`config.mk`:
```
export PLATFORM = sky130hd
export DESIGN_NAME = ysyx_25020037_ifu
export DESIGN_NICKNAME = d
export VERILOG_FILES = /design/src/rtl/ysyx_25020037_ifu.sv
export SDC_FILE = /design/constraint.sdc
export NUM_CORES = 1
export LEC_CHECK = 0
export BUFFER_PORTS_ARGS = -buffer_cell sky130_fd_sc_hd__clkbuf_2
export CAP_MARGIN = 20
export CORE_ASPECT_RATIO = 1.25
export CORE_UTILIZATION = 36
export CTS_CLUSTER_DIAMETER = 40
export CTS_CLUSTER_SIZE = 16
export DETAILED_ROUTE_END_ITERATION = 8
export PLACE_DENSITY = 0.65
export SETUP_SLACK_MARGIN = 0.02
export SLEW_MARGIN = 20
export SYNTH_ARGS = -nofsm -noshare
export SYNTH_HDL_FRONTEND = slang
export SYNTH_SLANG_ARGS = --single-unit
```
`constraint.sdc`:
```
create_clock -name clk -period 2.1 [get_ports clk]
set_input_delay 0.42 -clock clk [delete_from_list [all_inputs] [get_ports clk]]
set_output_delay 0.42 -clock clk [all_outputs]
set_load 0.03 [all_outputs]
```
`src/rtl/ysyx_25020037_ifu.sv`:
```
// ysyx_25020037_ifu: instruction fetch unit; issues one bus read per PC and hands the packet to decode.
//   clk, rst_n                    : clock, async active-low reset
//   pc_update_valid, dnpc         : next-PC strobe and address from writeback
//   arvalid, araddr, arready      : read-address channel
//   rvalid, rdata, rresp, rready  : read-data channel
//   ifu_rvalid, pc, inst, ifu_fault, idu_ready : fetch packet to decode
module ysyx_25020037_ifu #(
  parameter logic [31:0] RESET_PC = 32'h3000_0000
) (
  input  logic        clk,
  input  logic        rst_n,
  input  logic        pc_update_valid,
  input  logic [31:0] dnpc,
  output logic        arvalid,
  output logic [31:0] araddr,
  input  logic        arready,
  input  logic        rvalid,
  input  logic [31:0] rdata,
  input  logic [1:0]  rresp,
  output logic        rready,
  output logic        ifu_rvalid,
  output logic [31:0] pc,
  output logic [31:0] inst,
  output logic        ifu_fault,
  input  logic        idu_ready
);
  typedef enum logic [1:0] {S_AR, S_R, S_HOLD, S_WAIT} state_t;
  state_t state, state_n;
  logic        pend;
  logic [31:0] pend_addr;
  logic [31:0] upd_addr;
  logic        go;
  assign araddr = pc;
  // A fresh strobe in S_WAIT wins over an older pending address.
  assign upd_addr = pc_update_valid ? dnpc : pend_addr;
  assign go = pend | pc_update_valid;
  always_ff @(posedge clk or negedge rst_n)
    if (!rst_n) state <= S_AR;
    else state <= state_n;
  always_comb begin
    state_n = state;
    case (state)
      S_AR:    state_n = (!arvalid && pc[1:0] != 2'b00) ? S_HOLD : (arvalid && arready) ? S_R : S_AR;
      S_R:     state_n = (rvalid && rready) ? S_HOLD : S_R;
      S_HOLD:  state_n = idu_ready ? S_WAIT : S_HOLD;
      default: state_n = go ? S_AR : S_WAIT;
    endcase
  end
  always_ff @(posedge clk or negedge rst_n) begin
    if (!rst_n) begin
      pc         <= RESET_PC;
      arvalid    <= 1'b0;
      rready     <= 1'b0;
      ifu_rvalid <= 1'b0;
      ifu_fault  <= 1'b0;
      inst       <= 32'h0;
      pend       <= 1'b0;
      pend_addr  <= 32'h0;
    end else begin
      case (state)
        S_AR:
          if (!arvalid) begin
            // arvalid is low here only right after reset or for a misaligned PC.
            if (pc[1:0] != 2'b00) begin
              inst       <= 32'h0;
              ifu_fault  <= 1'b1;
              ifu_rvalid <= 1'b1;
            end else arvalid <= 1'b1;
          end else if (arready) begin
            arvalid <= 1'b0;
            rready  <= 1'b1;
          end
        S_R:
          if (rvalid && rready) begin
            inst       <= rdata;
            ifu_fault  <= rresp != 2'b00;
            rready     <= 1'b0;
            ifu_rvalid <= 1'b1;
          end
        S_HOLD:
          if (idu_ready) begin
            ifu_rvalid <= 1'b0;
            ifu_fault  <= 1'b0;
          end
        default:
          if (go) begin
            pc      <= upd_addr;
            // Raise arvalid at the same edge so a zero-wait fetch takes three cycles.
            arvalid <= upd_addr[1:0] == 2'b00;
          end
      endcase
      if (state == S_WAIT) pend <= 1'b0;
      else if (pc_update_valid) begin
        pend      <= 1'b1;
        pend_addr <= dnpc;
      end
    end
  end
endmodule

```
==> results of run 1 <==
==> Yosys cell counts, drive strengths merged <==
cell     instances
buf             48
nand2b           3
or3              1
o21ai           37
clkbuf           6
nor3b            1
dfstp            2
nand2           66
a22oi            1
ha               6
nor2b            2
o31ai            1
dfrtp          101
mux2i           64
a211o            1
nor2             3
inv             37
a21boi           1
nor3             1
o21bai           1
o22ai            1
mux2            33
a2111oi          2
o31a             2
nand3            3
o2bb2ai          1
a31oi            3
==> layer usage <==
layer | vias up | global-route usage, % | part of all wire, %
met5 | - | 0 | 0
met3 | 8 | 3.609 | 5.5
met2 | 106 | 26.07 | 50
met1 | 1633 | 17.58 | 43
li1 | 1665 | - | -
met4 | 0 | 4.861 | 1.1
==> power groups by stage <==
stage | registers [uW] | logic [uW] | clock network (uW)
floorplan | 4580 | 3020 | 0
global placement | 3410 | 5070 | 0
detailed placement | 3470 | 5170 | 0
CTS | 3440 | 5180 | 1740
global route | 3540 | 5510 | 1810
finish | 3420 | 5120 | 1670
==> sequential cells by signal, summed over array words and instances (netlist names) <==
name,flops
pend_addr,32
ifu_fault,1
pend,1
arvalid,1
araddr,32
rready,1
inst,32
state,2
ifu_rvalid,1
==> cells by family after synthesis <==
| family | after synthesis | share of synthesized area, % |
|---|---|---|
| flops | 103 | 53.13 |
| mux | 97 | 20.84 |
| buf+inv | 91 | 10.95 |
| simple gates | 80 | 6.777 |
| compound gates | 51 | 6.751 |
| fa+ha+maj | 6 | 1.546 |
==> worst min-delay path by stage <==
stage / from / end / slack, ns / cells after the start
after floorplan: rst_n / araddr[0] / 0.12 / 0
after detailed placement: rst_n / pend_addr[19] / 0.33 / 1
after CTS: rdata[7] / inst[7] / 0.30 / 3
final: rdata[7] / inst[7] / 0.31 / 3
after global placement: rst_n / pend_addr[19] / 0.33 / 1
after global routing: rdata[7] / inst[7] / 0.30 / 3
==> cells in the final DEF (no fill, tap or decap), types with 2 or more instances in the layout <==
master / instances
clkinvlp_4: 3
buf_4: 9
mux2i_1: 64
mux2_2: 30
nand2_1: 66
nor2_1: 3
o21ai_0: 36
mux2_1: 3
dfrtp_1: 101
clkbuf_16: 9
a31oi_1: 3
nand2b_1: 3
o31a_1: 2
clkbuf_2: 170
buf_12: 3
nand3_1: 2
dfstp_2: 2
ha_1: 6
inv_1: 37
==> final cells by class <==
type                    instances  area, sq um  share of cell area, %
clock buffers                  11        242.7                  4.056
repair buffers                183        988.4                  16.52
clock inverters                 5        57.56                 0.9617
inverters                      37        138.9                  2.321
multi-input cells             234         1763                  29.46
well taps                     171        214.0                  3.575
flip-flops and latches        103         2580                  43.11
==> worst max-delay path, stage by stage, from the launching register on <==
cell and delay [ns]:
dfrtp_1 0.42, inv_1 0.12, ha_1 0.30, nand3_2 0.14, a22oi_4 0.21, buf_4 0.25, mux2i_1 0.23
==> metrics by stage <==
stage	power (uW)	instance area, sq um	setup WS (ns)	utilization, %
CTS	10350	5984	0.3351	45.23
global placement	8482	5674	0.4154	42.88
finish	10210	5984	0.3445	45.23
global route	10860	5984	0.1857	45.23
detailed placement	8642	5674	0.3495	42.88
floorplan	7600	4856	0.4645	-
==> what timing repair did <==
action / in CTS / in global routing
endpoints found under the setup margin: 0 / 0
endpoints found under the hold margin: 20 / 0
hold buffers: 1 / 0
resized for setup: 0 / 0
==> PnR_summary.wiki, run 1 <==
{| class="wikitable"
! Metric !! Value
|-
| Detailed-route wire length per cell || 13.40 microns
|-
| Maximum number of pins on one net before global-route repair || 67
|-
| Via count of the first global-routing pass || 3421
|-
| Chip Height || 131.9 microns
|-
| Post-CTS setup-driven buffer insertion count || 0
|-
| Placeable core area || 13230 sq um
|-
| Final ANT Viol Nets || 0
|-
| Overall routed net length || 9968 microns
|-
| Avg Synthesized Cell Area || 11.35 sq um
|-
| Antenna Diode Count || 0
|-
| Highest net fanout along the worst path || 10
|-
| Hold Path Class || in2reg
|-
| Growth of design area from synthesis to finish || 23.24%
|-
| Most area-hungry cell type in the Yosys netlist || dfrtp_1
|-
| Num CTS Buffers || 9
|-
| Setup TNS Final || 0 ns
|-
| CTS tree || yes
|-
| Weighted congestion at the end of routability-driven global placement || 0.7273
|-
| IO buf count || 171
|-
| Number of hold-slack violations in the final timing report || 0
|-
| Final setup violation count || 0
|-
| Count of mapped cells out of synthesis || 428
|-
| Worst hold slack across all endpoints || 0.3118 ns
|-
| Slew at the pin closest to its max-slew limit || 0.5491 ns
|-
| Internal power contribution || 5521 uW
|-
| Count of clock tree sinks || 103
|-
| Synth Net Count || 506
|-
| Number of DRC markers in iteration 0 || 86
|-
| Starting density of the core || 36.70%
|-
| Number of synthesis warnings || 0
|-
| Largest cells by area after synthesis || dfrtp_1 52%, mux2i_1 13%, mux2_2 7.0%
|-
| Max-Cap Viols || 0
|-
| Arrival time at the worst endpoint || 2.01 ns
|-
| Sw Ratio || 45.90%
|-
| Full die area || 13960 sq um
|-
| Sequential cell fraction of total power || 33.5%
|-
| I/O pin cnt || 172
|-
| Type of element capturing the critical path || flip-flop
|-
| Switching power of the nets || 4684 uW
|-
| Source of the critical timing path || state[1]
|-
| Standard-cell row count || 47
|-
| Detailed-route via count || 3412
|-
| Status || completed
|-
| Max_slew headroom || 63.39%
|-
| Largest vdd supply drop || 686.2 uV
|-
| Number of remaining DRC errors || 0
|-
| Reg2reg path depth || 6
|-
| Hpwl dp || 7333 microns
|-
| Register-to-Register Setup Slack || 0.34 ns
|-
| Clock root buffer master || clkbuf_16
|-
| Cell total after placement || 727
|-
| Drt via density || 4.586
|-
| # H-tree levels || 3
|-
| Count of unique library cells instantiated by Yosys || 33
|-
| Netlist area before placement || 4856 sq um
|-
| Count of nets after finishing || 646
|-
| Total power divided by cell area || 1705 nW/um^2
|-
| Fraction of the yosys area taken by sequential cells || 53.13%
|-
| End of the worst register-to-register path || inst[10]
|-
| Fin crit share || 83.59%
|-
| Start-to-end type of the worst setup path || reg2reg
|-
| GRT Util Overall || 14.80%
|-
| Number of synthesized register bits || 103
|-
| Fraction of layout instances using a drive strength above 1 || 41.19%
|-
| Part of the power in combinational logic || 50.1%
|-
| End point of the critical path || inst[10]
|-
| Crit path time final || 1.755 ns
|-
| Number of iterations in the first detailed-routing pass || 4
|-
| Layout filler cell count || 1272
|-
| Clock group share of total power || 16.3%
|-
| Final number of max-transition violations || 0
|-
| Final std cells w/o fill || 744
|-
| Unrepaired setup endpoints after global routing || false
|-
| Max Fclk || 569.6 MHz
|-
| Maximum clock path buffer count || 2
|-
| Clock Latency Late Sink || 0.33 ns
|-
| Clock input transition at the sequential cells of the worst setup and hold paths || 0.07 ns
|-
| Static leakage power || 0.003034 uW
|-
| Required time of the critical path || 2.35 ns
|-
| Reg-to-reg critical path startpoint || state[1]
|-
| Clock Skew || 0.007474 ns
|-
| Total gr overflow || 0
|-
| Die outline width || 105.9 microns
|-
| Share of the synthesized area in the top cell type || 52.05%
|-
| Launching element type of the critical path || flip-flop
|-
| Initial antenna violation count || 0
|-
| First-pass GRT wire length || 16330 microns
|}
(Power assumes the default switching activity.)
==> run 2: changes to the inputs <==
==> constraint.sdc (replaced) <==
create_clock -name clk -period 1.7 [get_ports clk]
set_input_delay 0.34 -clock clk [delete_from_list [all_inputs] [get_ports clk]]
set_output_delay 0.34 -clock clk [all_outputs]
set_load 0.03 [all_outputs]
==> run 2 against run 1 <==
Compared with the run above: largest cell class unchanged; power up 33%; worst setup slack worse by 0.30 ns; critical path depth down 1; count of clock-buffer cells in the layout unchanged.
==> PnR_summary.wiki, run 2 (synthesis gave the netlist of run 1 again) <==
{| class="wikitable"
! Metric !! Value
|-
| Worst-path cell with the longest stage delay || dfrtp_1
|-
| Clock Latency Late Sink || 0.34 ns
|-
| Full die area || 13960 sq um
|-
| # H-tree levels || 3
|-
| Die outline width || 105.9 microns
|-
| Met1 Use GR || 17.34%
|-
| IO buf count || 171
|-
| Count of clock tree sinks || 103
|-
| GRT Util Overall || 14.90%
|-
| Commonest non-fill, non-tap cell in the layout || clkbuf_2
|-
| Placeable core area || 13230 sq um
|-
| Total power divided by cell area || 2155 nW/um^2
|-
| Combined area of the multi-input logic cells || 1822 sq um
|-
| Slew at the pin closest to its max-slew limit || 0.5714 ns
|-
| Number of hold-slack violations in the final timing report || 0
|-
| Number of iterations in the first detailed-routing pass || 6
|-
| Standard-cell row count || 47
|-
| Antenna Diode Count || 0
|-
| Final number of max-transition violations || 0
|-
| Cell-by-cell listing of the critical path || buf_4 -> ha_4 -> a21boi_4 -> a2111oi_4 -> mux2_4
|-
| Count of buffering cells on the critical path with inverters included || 1
|-
| Max_slew headroom || 61.76%
|-
| Critical path's largest stage delay || 0.40 ns
|-
| Unrepaired setup endpoints after global routing || true
|-
| Setup slack after layout || 0.03956 ns
|-
| Maximum number of pins on one net before global-route repair || 104
|-
| Pre-CTS setup slack || -0.01315 ns
|-
| Type of element capturing the critical path || flip-flop
|-
| Clock root buffer master || clkbuf_16
|-
| Seq. cell area || 2580 sq um
|-
| Via count of the first global-routing pass || 3574
|-
| Hpwl dp || 7215 microns
|-
| Met2 routing resource usage after global routing || 26.51%
|-
| Arrival time at the worst endpoint || 1.88 ns
|-
| Hold Path Class || in2async
|-
| Worst hold slack across all endpoints || 0.05280 ns
|-
| Fin crit share || 97.67%
|-
| Number of DRC markers in iteration 0 || 111
|-
| Cell total after placement || 731
|-
| Initial antenna violation count || 0
|-
| Num CTS Buffers || 9
|-
| Layout filler cell count || 1246
|-
| Static leakage power || 0.003174 uW
|-
| Starting density of the core || 36.70%
|-
| Most frequent cells in the layout || 170 x clkbuf_2, 101 x dfrtp_1, 66 x nand2_1
|-
| CTS tree || yes
|-
| GR met3 Demand/Resource || 3.510%
|-
| Detailed-route wire length per cell || 14.23 microns
|-
| Overall routed net length || 10820 microns
|-
| Chip Height || 131.9 microns
|-
| Drt via density || 4.618
|-
| Number of remaining DRC errors || 0
|-
| Family with the most delay on the worst path || compound AO/OA/AOI/OAI gates
|-
| Max Fclk || 602.3 MHz
|-
| Final std cells w/o fill || 760
|-
| Highest net fanout along the worst path || 5
|-
| I/O pin cnt || 172
|-
| Status || completed
|-
| Detailed-route via count || 3510
|-
| Launching element type of the critical path || flip-flop
|-
| Clock Skew || 0.01019 ns
|-
| Total gr overflow || 0
|-
| Maximum clock path buffer count || 2
|-
| Clock input transition at the sequential cells of the worst setup and hold paths || 0.07 ns
|-
| First-pass GRT wire length || 16750 microns
|-
| Count of nets after finishing || 662
|-
| Final ANT Viol Nets || 0
|-
| Weighted congestion at the end of routability-driven global placement || 0.7308
|-
| Crit path time final || 1.660 ns
|-
| Max-Cap Viols || 0
|-
| Required time of the critical path || 1.92 ns
|-
| GRT Max-Usage Layer || met2
|-
| Growth of design area from synthesis to finish || 29.81%
|-
| Final setup violation count || 0
|-
| Fraction of layout instances using a drive strength above 1 || 43.63%
|-
| Largest vdd supply drop || 945.7 uV
|-
| Start-to-end type of the worst setup path || reg2reg
|}
run 2: cell types whose count changed in the layout (fill, tap and decap cells not counted), sizes merged:
cell | before | now
dlygate4sd3 | 1 | 0
bufinv | 1 | 2
buf | 12 | 25
clkinv | 1 | 0
clkbuf | 181 | 185
run 2: final cells by class:
class	count	share of cell area [%]
Sequential cell	103	40.93
Multi-Input combinational cell	234	28.90
Timing Repair Buffer	199	19.57
Clock buffer	11	3.692
Tap cell	171	3.394
Inverter	37	2.203
Clock inverter	5	1.310
run 2: timing repair:
item,4_1_cts,5_1_grt
hold endpoints to repair,0,0
gates cloned,0,6
pin swaps,0,2
setup endpoints to repair,12,77
setup buffers,1,6
resized for setup,1,11
hold buffers,0,0
run 2: final timing paths:
kind,from,endpoint,slack (ns),cells past startpoint
hold / removal,rst_n,pend_addr[19],0.05,2
setup / recovery,state[0],ifu_fault,0.04,5
hold reg to reg,pend_addr[5],pend_addr[5],0.50,1
max in group asynchronous,rst_n,state[0],1.19,2
min in group clk,rdata[9],inst[9],0.23,3
setup reg to reg,state[0],ifu_fault,0.04,5
run 2: layer usage:
layer  vias up  share of wire [%]
met1      1692                 42
li1       1699                  -
met5         -                  0
met2       109                 52
met4         0                1.4
met3        10                4.7
run 2: stage by stage:
step | setup TNS (ns) | total power, uW | area [sq um] | utilization [%]
after CTS | 0 | 13030 | 6055 | 45.76
final | 0 | 13580 | 6304 | 47.64
after floorplan | 0 | 9388 | 4856 | -
after global placement | 0 | 10600 | 5729 | 43.30
after detailed placement | -0.02591 | 10780 | 5729 | 43.30
after global routing | -0.2289 | 14380 | 6304 | 47.64
run 2: report_power, final:
part / switching, uW / leakage (uW) / internal, uW / total [uW]
logic: 4460 / 0.00175 / 2730 / 7200
registers: 688 / 0.00128 / 3520 / 4200
clock network: 890 / 0.000142 / 1290 / 2180
total: 6040 / 0.00317 / 7540 / 13600
